==> config.mk <==
export PLATFORM = sky130hd
export DESIGN_NAME = sync_down_timer
export DESIGN_NICKNAME = d
export VERILOG_FILES = /design/src/rtl/sync_down_timer_pkg.sv /design/src/rtl/sync_down_timer.sv
export SDC_FILE = /design/constraint.sdc
export NUM_CORES = 1
export LEC_CHECK = 0
export ABC_AREA = 1
export CAP_MARGIN = 0
export CORE_UTILIZATION = 46
export DETAILED_ROUTE_END_ITERATION = 7
export PLACE_DENSITY = 0.79
export SETUP_SLACK_MARGIN = 0.4
export SLEW_MARGIN = 30
export SYNTH_ARGS = -nofsm -noshare
export SYNTH_HDL_FRONTEND = slang
export SYNTH_SLANG_ARGS = --single-unit
==> constraint.sdc <==
create_clock -name clk -period 1.6 [get_ports clk]
set_input_delay 0.32 -clock clk [delete_from_list [all_inputs] [get_ports clk]]
set_output_delay 0.32 -clock clk [all_outputs]
set_load 0.05 [all_outputs]
==> src/rtl/sync_down_timer_pkg.sv <==
// Shared definitions for the synchronous down-timer.
//   timer_state_e : controller state (IDLE, RUN, DONE)
//   TIMER_WIDTH   : default counter/period width
package sync_down_timer_pkg;

  localparam int unsigned TIMER_WIDTH = 4;

  typedef enum logic [1:0] {
    IDLE = 2'd0,
    RUN  = 2'd1,
    DONE = 2'd2
  } timer_state_e;

endpackage : sync_down_timer_pkg

==> src/rtl/sync_down_timer.sv <==
// Synchronous loadable down-counter/timer.
// A period is latched on start and counted down on enabled cycles. When the
// count reaches terminal count, a one-cycle tc pulse is produced. The timer
// then either reloads the period (auto_reload=1) or stops in DONE.
// Ports:
//   clk          clock, all state updates on posedge
//   rst          synchronous active-high reset
//   en           count enable
//   start        latch load_val as period, load count, enter RUN
//   stop         abort to IDLE, count holds
//   auto_reload  1: reload period at terminal count, 0: one-shot
//   load_val     period sampled when start=1
//   q            current count (registered)
//   tc           one-cycle terminal-count pulse (registered)
//   busy         state==RUN
//   done         state==DONE
module sync_down_timer
  import sync_down_timer_pkg::*;
#(
  parameter int unsigned WIDTH = TIMER_WIDTH
) (
  input  logic             clk,
  input  logic             rst,
  input  logic             en,
  input  logic             start,
  input  logic             stop,
  input  logic             auto_reload,
  input  logic [WIDTH-1:0] load_val,
  output logic [WIDTH-1:0] q,
  output logic             tc,
  output logic             busy,
  output logic             done
);

  localparam logic [WIDTH-1:0] ONE = WIDTH'(1);

  timer_state_e     state_q, state_d;
  logic [WIDTH-1:0] count_q, count_d;
  logic [WIDTH-1:0] period_q, period_d;
  logic             tc_q, tc_d;

  // Priority: stop > start > en (rst handled in the clocked block).
  always_comb begin
    state_d  = state_q;
    count_d  = count_q;
    period_d = period_q;
    tc_d     = 1'b0;
    if (stop) begin
      state_d = IDLE;
    end else if (start) begin
      period_d = load_val;
      count_d  = load_val;
      // A zero period expires on the loading edge instead of wrapping.
      if (load_val == '0) begin
        state_d = DONE;
        tc_d    = 1'b1;
      end else begin
        state_d = RUN;
      end
    end else if (state_q == RUN && en) begin
      if (count_q > ONE) begin
        count_d = count_q - ONE;
      end else if (count_q == ONE) begin
        tc_d = 1'b1;
        if (auto_reload) begin
          count_d = period_q;
        end else begin
          count_d = '0;
          state_d = DONE;
        end
      end
    end
  end

  always_ff @(posedge clk) begin
    if (rst) begin
      state_q  <= IDLE;
      count_q  <= '0;
      period_q <= '0;
      tc_q     <= 1'b0;
    end else begin
      state_q  <= state_d;
      count_q  <= count_d;
      period_q <= period_d;
      tc_q     <= tc_d;
    end
  end

  assign q    = count_q;
  assign tc   = tc_q;
  assign busy = (state_q == RUN);
  assign done = (state_q == DONE);

endmodule : sync_down_timer

# == Word level (Yosys, flattened, before mapping) ==
# Index checks and enable logic that the tools add are counted.
# word_totals
register_bits,11
input_bits,10
word_cells,37
out_inout_bits,7
# classes
n_reduce_logical,9
n_bitwise,1
order_cmp,1
eq_ne,5
addsub,1
muxes,16
# op_table
op,count
4-bit 2-to-1 mux,5
2-bit 2-to-1 mux,6
1-bit 2-to-1 mux,5
4-bit by 1-bit equality test with 1-bit output (second input constant),1
4-bit by 1-bit greater-than comparator with 1-bit output (second input constant),1
4-bit logical NOT,1
2-bit inequality test (second input constant),2
4-bit AND reduction,1
2-bit nonzero test,2
4-bit by 1-bit subtractor with 4-bit output (second input constant),1
3-bit AND reduction,1
3-bit nonzero test,1
2-bit by 1-bit equality test with 1-bit output (second input constant),1
2-bit equality test (second input constant),1
2-bit AND reduction,1
2-bit OR reduction,1
1-bit logical AND,1
1-bit NOT,1

# == Depth between registers and ports, before layout ==
# Gate-level depths: netlist (run 1).
# logic_depth
depth_word,5
ltp_mapped,9
mapped_depth_nobuf,9

# == Worst setup path after synthesis (run 1) ==
# OpenSTA, ideal clock, no wires.
# synth_path
kind,reg-to-reg
startpoint,reg count_q[0] (netlist: q[0])
endpoint,reg count_q[2] (netlist: q[2])
path_buffers,0
slack_ns,-0.120
synth_period_minus_slack_ns,1.720
t_arrival_ns,1.609
stages_incl_launch_ff,9
path_cell_list,dfxtp_1 > inv_1 > ha_1 > o21ai_2 > nand2_1 > nand3_1 > nand2_1 > nor2_1 > nor2_1
# synth_via
elab_chain_len,4
word_cells_on_any_way,8
# synth_rtl
element,line_no,source
start: declaration,sync_down_timer.sv:38,"logic [WIDTH-1:0] count_q, count_d;"
start signal: assignment,sync_down_timer.sv:83,count_q <= count_d;
4-bit by 1-bit subtractor with 4-bit output / 4-bit by 1-bit greater-than comparator with 1-bit output (equally long branches),"sync_down_timer.sv:62, sync_down_timer.sv:61",
4-bit 2-to-1 mux,sync_down_timer.sv:61,if (count_q > ONE) begin
4-bit 2-to-1 mux,sync_down_timer.sv:60,end else if (state_q == RUN && en) begin
4-bit 2-to-1 mux,sync_down_timer.sv:50,end else if (start) begin
# Parallel ways exist; a longest one is shown, timed or not. The select of a mux whose other input is x is not followed.
# A chain may end at the register's enable or synchronous reset.

# == Final worst setup path (run 1) ==
# Same ends and word-level chain as after synthesis.

==> results.yml, run 1 <==
status:
  outcome: "completed"
floorplanning:
  die-area_um2: 1570
  die_h_um: 39.6
  core-area_um2: 1300
  die_w_um: 39.6
  placement_rows: 13
  start_util_pct: 49.9
  io_pins: 17
setup_path:
  r2r-end: "q[2]"
  timing.rr.start: "q[0]"
  r2r_cells: 8
  crit_fanout: 6
  required_ps: 1770
  worstSetupPathType: "register to register"
  critPathCaptureType: "register"
  r2r_slack_ps: 290
  critPathLaunchType: "register"
  crit_arrival_ps: 1490
placement:
  gp_congestion: 0.777
  dpl.hpwl_um: 1230
  dpl_worst_slack_ps: 11.8
  io_buffers: 16
clocking:
  cts_tree: "built"
  cts_sinks: 11
  holdBufCountCts: 0
  path_clk_slew_ps: 70
  numCtsBuffers: 3
  cts_root_buf: "clkbuf_4"
  htreeDepth: 1
  clk_path_buf_depth: 2
  worst_skew_pair.late_latency_ps: 280
sta:
  fin_crit_sh_pct: 82.2
  worst_pin_slew_ps: 226
  setup_tns_ps: 0
  setup_ws_ps: 285
  max_slew_margin_pct: 84.9
  min_period_ps: 1310
  setup_viol: 0
  fin_skew_ps: 0.305
  finalHoldViolCount: 0
  fmax_mhz: 761
  rsz0062_at_grt: "yes"
  drv_slew: 0
flow_run:
  drv_cap: 0
min_path:
  holdCritPathClass: "primary input to register"
  hold_start: "load_val[1]"
  hold_depth: 3
  min_to: "period_q[1]"
yosys:
  syn_nets: 115
  async_flop_share_pct: 0
  ys_seq_area_share_pct: 33.9
  yosys.area.top_type: "dfxtp_1"
  synth_top_cell_area_share_pct: 33.9
  synth_area_leaders: "dfxtp_1 34%, nand2_1 18%, nor2_1 12%"
  syn_avg_cell_area_um2: 6.30
  yosysUniqueCellTypes: 19
  syn_inst: 103
  synth-main-ff-cell: "dfxtp_1"
  syn_area_um2: 649
  synth_warnings: 0
  post-synth-top-count-cell: "nand2_1"
  synth_edf_count: 0
  synth-seq-cells: 11
  netlist_top_cells_count: "32 x nand2_1, 21 x nor2_1, 11 x dfxtp_1"
drt:
  postRouteAntennaNets: 0
  wirelength_um: 1640
  drtPass1Iterations: 4
  wl_per_cell_um: 11.5
  viasPerCell: 5.21
  drtIter0Drc: 21
  drc_errors: 0
  via_count: 745
power_and_ir_drop:
  clkPwrFrac_pct: 24.5
  power.switching_w: 0.000284
  powerDensity_nw_per_um2: 787
  p_leak_nw: 0.441
  p_sw_share_pct: 35.4
  combPwrFrac_pct: 36.5
  p_int_w: 0.000517
  ir_worst_vdd_mv: 0.591
  p_seq_share_pct: 39.0
cells_and_area:
  antenna_cells_inserted: 0
  area_delta_synth_final_pct: 56.6
  drive_gt1_share_pct: 31.3
  multi_input_area_um2: 443
  nNetsFinal: 141
  seqCellArea_um2: 235
  n_fill_cell: 103
global_route:
  grtUsageTotal_pct: 25.6
  grt_pass1_wl_um: 2580
  grt_max_degree: 10
  grt_overflow_total: 0
  antenna_found_initial: 0
  grt_pass1_vias: 671
-- final cells by class --
cell class / instances / share of cell area, %
clock buffer: 4 / 2.58
inverter: 13 / 5.29
multi-input combinational: 79 / 43.5
sequential: 11 / 23.1
tap: 15 / 1.85
timing repair buffer: 21 / 23.6
-- how the worst max path moves through the flow --
stage / start / end / slack, ps
4_1_cts: state_q[1] / done / 310
3_5_place_dp: load_val[1] / state_q[1] / 10
2_1_floorplan: state_q[0] / busy / 250
6_report: q[0] / q[2] / 290
3_3_place_gp: load_val[1] / state_q[1] / 40
5_1_grt: q[0] / q[2] / 220
-- worst max-delay path, stage by stage, from the launching register on --
cell and delay (ps):
dfxtp_4 380, inv_4 50, ha_4 170, o21ai_4 210, nand2_1 80, nand3_1 70
nand2_1 60, nor2_1 120, nor2_1 60
-- what timing repair did --
action,in CTS,in global routing
gates resized for setup,15,1
endpoints found under the hold margin,0,0
pin swaps,10,10
gates cloned,0,0
setup endpoints to repair,8,12
setup buffers,3,1
-- power groups by stage --
stage / Clock [W] / Combinational, W / Sequential [W]
after global placement: 0 / 0.000265 / 0.000316
after detailed placement: 0 / 0.000270 / 0.000317
final: 0.000197 / 0.000292 / 0.000312
after global routing: 0.000211 / 0.000318 / 0.000315
after CTS: 0.000200 / 0.000286 / 0.000311
after floorplan: 0 / 0.000145 / 0.000342
-- layer usage --
layer	GRT usage [%]	wire length, µm	vias up
met4	18.1	67	0
met2	46.7	816	30
met1	24.7	678	328
met3	5.68	79	9
met5	0	0	-
li1	-	-	378
-- stage by stage --
| stage | power, W | cells | hold slack, ps | cell area [µm²] | utilization, % |
|---|---|---|---|---|---|
| 2_1_floorplan | 0.000487 | 103 | 379 | 684 | - |
| 3_3_place_gp | 0.000581 | 135 | 450 | 916 | 70.4 |
| 3_5_place_dp | 0.000587 | 135 | 472 | 916 | 70.4 |
| 4_1_cts | 0.000798 | 142 | 464 | 1000 | 77.2 |
| 5_1_grt | 0.000844 | 143 | 486 | 1020 | 78.2 |
| 6_report | 0.000801 | 143 | 464 | 1020 | 78.2 |
-- layout by cell type (no fill, tap or decap), types with 2 or more instances in the layout --
cell and n:
a21oi_1 5, buf_12 5, buf_4 7, clkbuf_4 3, clkdlybuf4s50_1 7, dfxtp_1 5
dfxtp_2 3, dfxtp_4 3, dlygate4sd2_1 2, ha_4 2, inv_1 4, inv_2 6
inv_4 2, nand2_1 32, nand3_1 5, nor2_1 19, nor2_4 3, o21ai_1 3
-- sequential cells by signal (all words and copies together), names as in the netlist --
name	flops
state_q	2
q	4
period_q	4
tc	1
-- cell families after synthesis --
kind of cell	synth area share, %
AO/OA/AOI/OAI	10.6
XOR/XNOR	1.35
adder cells (fa/ha/maj)	3.85
buffers and inverters	7.51
flip-flops	33.9
AND/OR/NAND/NOR	42.8
(Power assumes the default switching activity.)
==> run 2: changes to the inputs <==
==> constraint.sdc (replaced) <==
create_clock -name clk -period 1.3 [get_ports clk]
set_input_delay 0.26 -clock clk [delete_from_list [all_inputs] [get_ports clk]]
set_output_delay 0.26 -clock clk [all_outputs]
set_load 0.05 [all_outputs]
==> run 2 against run 1 <==
The run now ends with setup timing left. Final cell count is 5.6% higher. First-iteration DRC count grew 57%. Highest routed layer unchanged. Die area unchanged. Worst setup slack worse by 450 ps. Maximum frequency decreased by 10%. Global-route usage is 1.6 points higher.
==> results.yml, run 2 (synthesis gave the netlist of run 1 again) <==
clocking:
  clk_path_buf_depth: 2
  cts_sinks: 11
  htreeDepth: 1
  path_clk_slew_ps: 70
  numCtsBuffers: 3
  cts_tree: "built"
  holdBufCountCts: 0
  cts_root_buf: "clkbuf_4"
  worst_skew_pair.late_latency_ps: 270
cells_and_area:
  area_delta_synth_final_pct: 74.8
  fin_area_um2: 1130
  seqCellArea_um2: 241
  drive_gt1_share_pct: 41.9
  n_fill_cell: 77
  layout.cells.non_filler: 151
  mostFrequentLayoutCell: "nand2_1"
  mostFrequentLayoutCells: "29 x nand2_1, 17 x nor2_1, 12 x buf_4"
  multi_input_area_um2: 468
  nNetsFinal: 149
  antenna_cells_inserted: 0
floorplanning:
  core-area_um2: 1300
  io_pins: 17
  die_h_um: 39.6
  die_w_um: 39.6
  placement_rows: 13
  start_util_pct: 49.9
  die-area_um2: 1570
drt:
  drtIter0Drc: 33
  drc_errors: 0
  via_count: 820
  viasPerCell: 5.43
  wl_per_cell_um: 13.2
  drtPass1Iterations: 4
  postRouteAntennaNets: 0
  wirelength_um: 2000
setup_path:
  worstSetupPathType: "register to register"
  crit_fanout: 6
  critPathLaunchType: "register"
  crit_arrival_ps: 1620
  critPathCaptureType: "register"
  required_ps: 1450
min_path:
  holdCritPathClass: "primary input to register"
sta:
  rsz0062_at_grt: "yes"
  whs_ps: 400
  setup_ws_ps: -167
  drv_slew: 0
  worst_pin_slew_ps: 234
  max_slew_margin_pct: 84.3
  fmax_mhz: 682
  finalHoldViolCount: 0
  fin_skew_ps: 3.67
  fin_crit_sh_pct: 113
  min_period_ps: 1470
  setup_viol: 2
power_and_ir_drop:
  ir_worst_vdd_mv: 0.682
  p_leak_nw: 0.496
  powerDensity_nw_per_um2: 919
status:
  violations: "setup timing"
  outcome: "finished with violations"
global_route:
  grt_pass1_vias: 691
  grt_max_degree: 9
  grt_overflow_total: 0
  grtUsageTotal_pct: 27.2
  antenna_found_initial: 0
  grt_pass1_wl_um: 2810
placement:
  gp_congestion: 0.831
  dpl.hpwl_um: 1250
  io_buffers: 16
  placed_area_um2: 1000
  dp_cells: 141
flow_run:
  drv_cap: 0
[run 2: path summary, 6_finish.rpt]
path	start	cells after the start	slack, ps	end
worst max-delay path	q[0]	8	-170	q[3]
worst min-delay path	rst	2	400	q[3]
worst max register to register	q[0]	8	-170	q[3]
worst min register to register	period_q[0]	2	470	period_q[0]
[run 2: layout make-up]
class | instances | share of cell area (%)
multi-input combinational | 79 | 41.2
timing repair buffer | 29 | 28.7
sequential | 11 | 21.3
inverter | 13 | 4.74
clock buffer | 3 | 1.98
tap | 15 | 1.65
clock inverter | 1 | 0.441
[run 2: per-stage QoR]
| stage | setup TNS (ps) | power (W) | worst slack (ps) | util [%] |
|---|---|---|---|---|
| floorplan | 0 | 0.000605 | 18.7 | - |
| global placement | -663 | 0.000741 | -130 | 77.1 |
| detailed placement | -754 | 0.000748 | -172 | 77.1 |
| CTS | 0 | 0.00101 | 50.9 | 85.6 |
| global route | -475 | 0.00109 | -228 | 87.2 |
| finish | -193 | 0.00104 | -167 | 87.2 |
[run 2: critical path, cell delays in order (launching register included)]
cell and delay, ps:
dfxtp_4 390, inv_4 50, ha_4 170, o21ai_4 240, nor2_1 100, nor2_1 170
nand2_1 110, nand2_2 80, a21oi_2 40
[run 2: where the power goes]
part / internal (W) / switching [W]
clock network: 0.000114 / 0.000124
registers: 0.000357 / 0.0000279
logic: 0.000192 / 0.000228
total: 0.000662 / 0.000381
[run 2: what timing repair did]
action	in CTS	in global routing
setup endpoints to repair	18	14
setup buffers	5	1
resized for setup	19	4
pin swaps	19	7
gates cloned	0	0
[run 2: layer usage]
layer  global-route usage, %  wire length, µm  vias up  part of all wire, %
li1                        -                -      393                    -
met1                    31.3              759      383                   38
met2                    48.0             1020       36                   51
met3                    3.98              137        8                  6.9
met4                    12.9               77        0                  3.9
met5                       0                0        -                    0
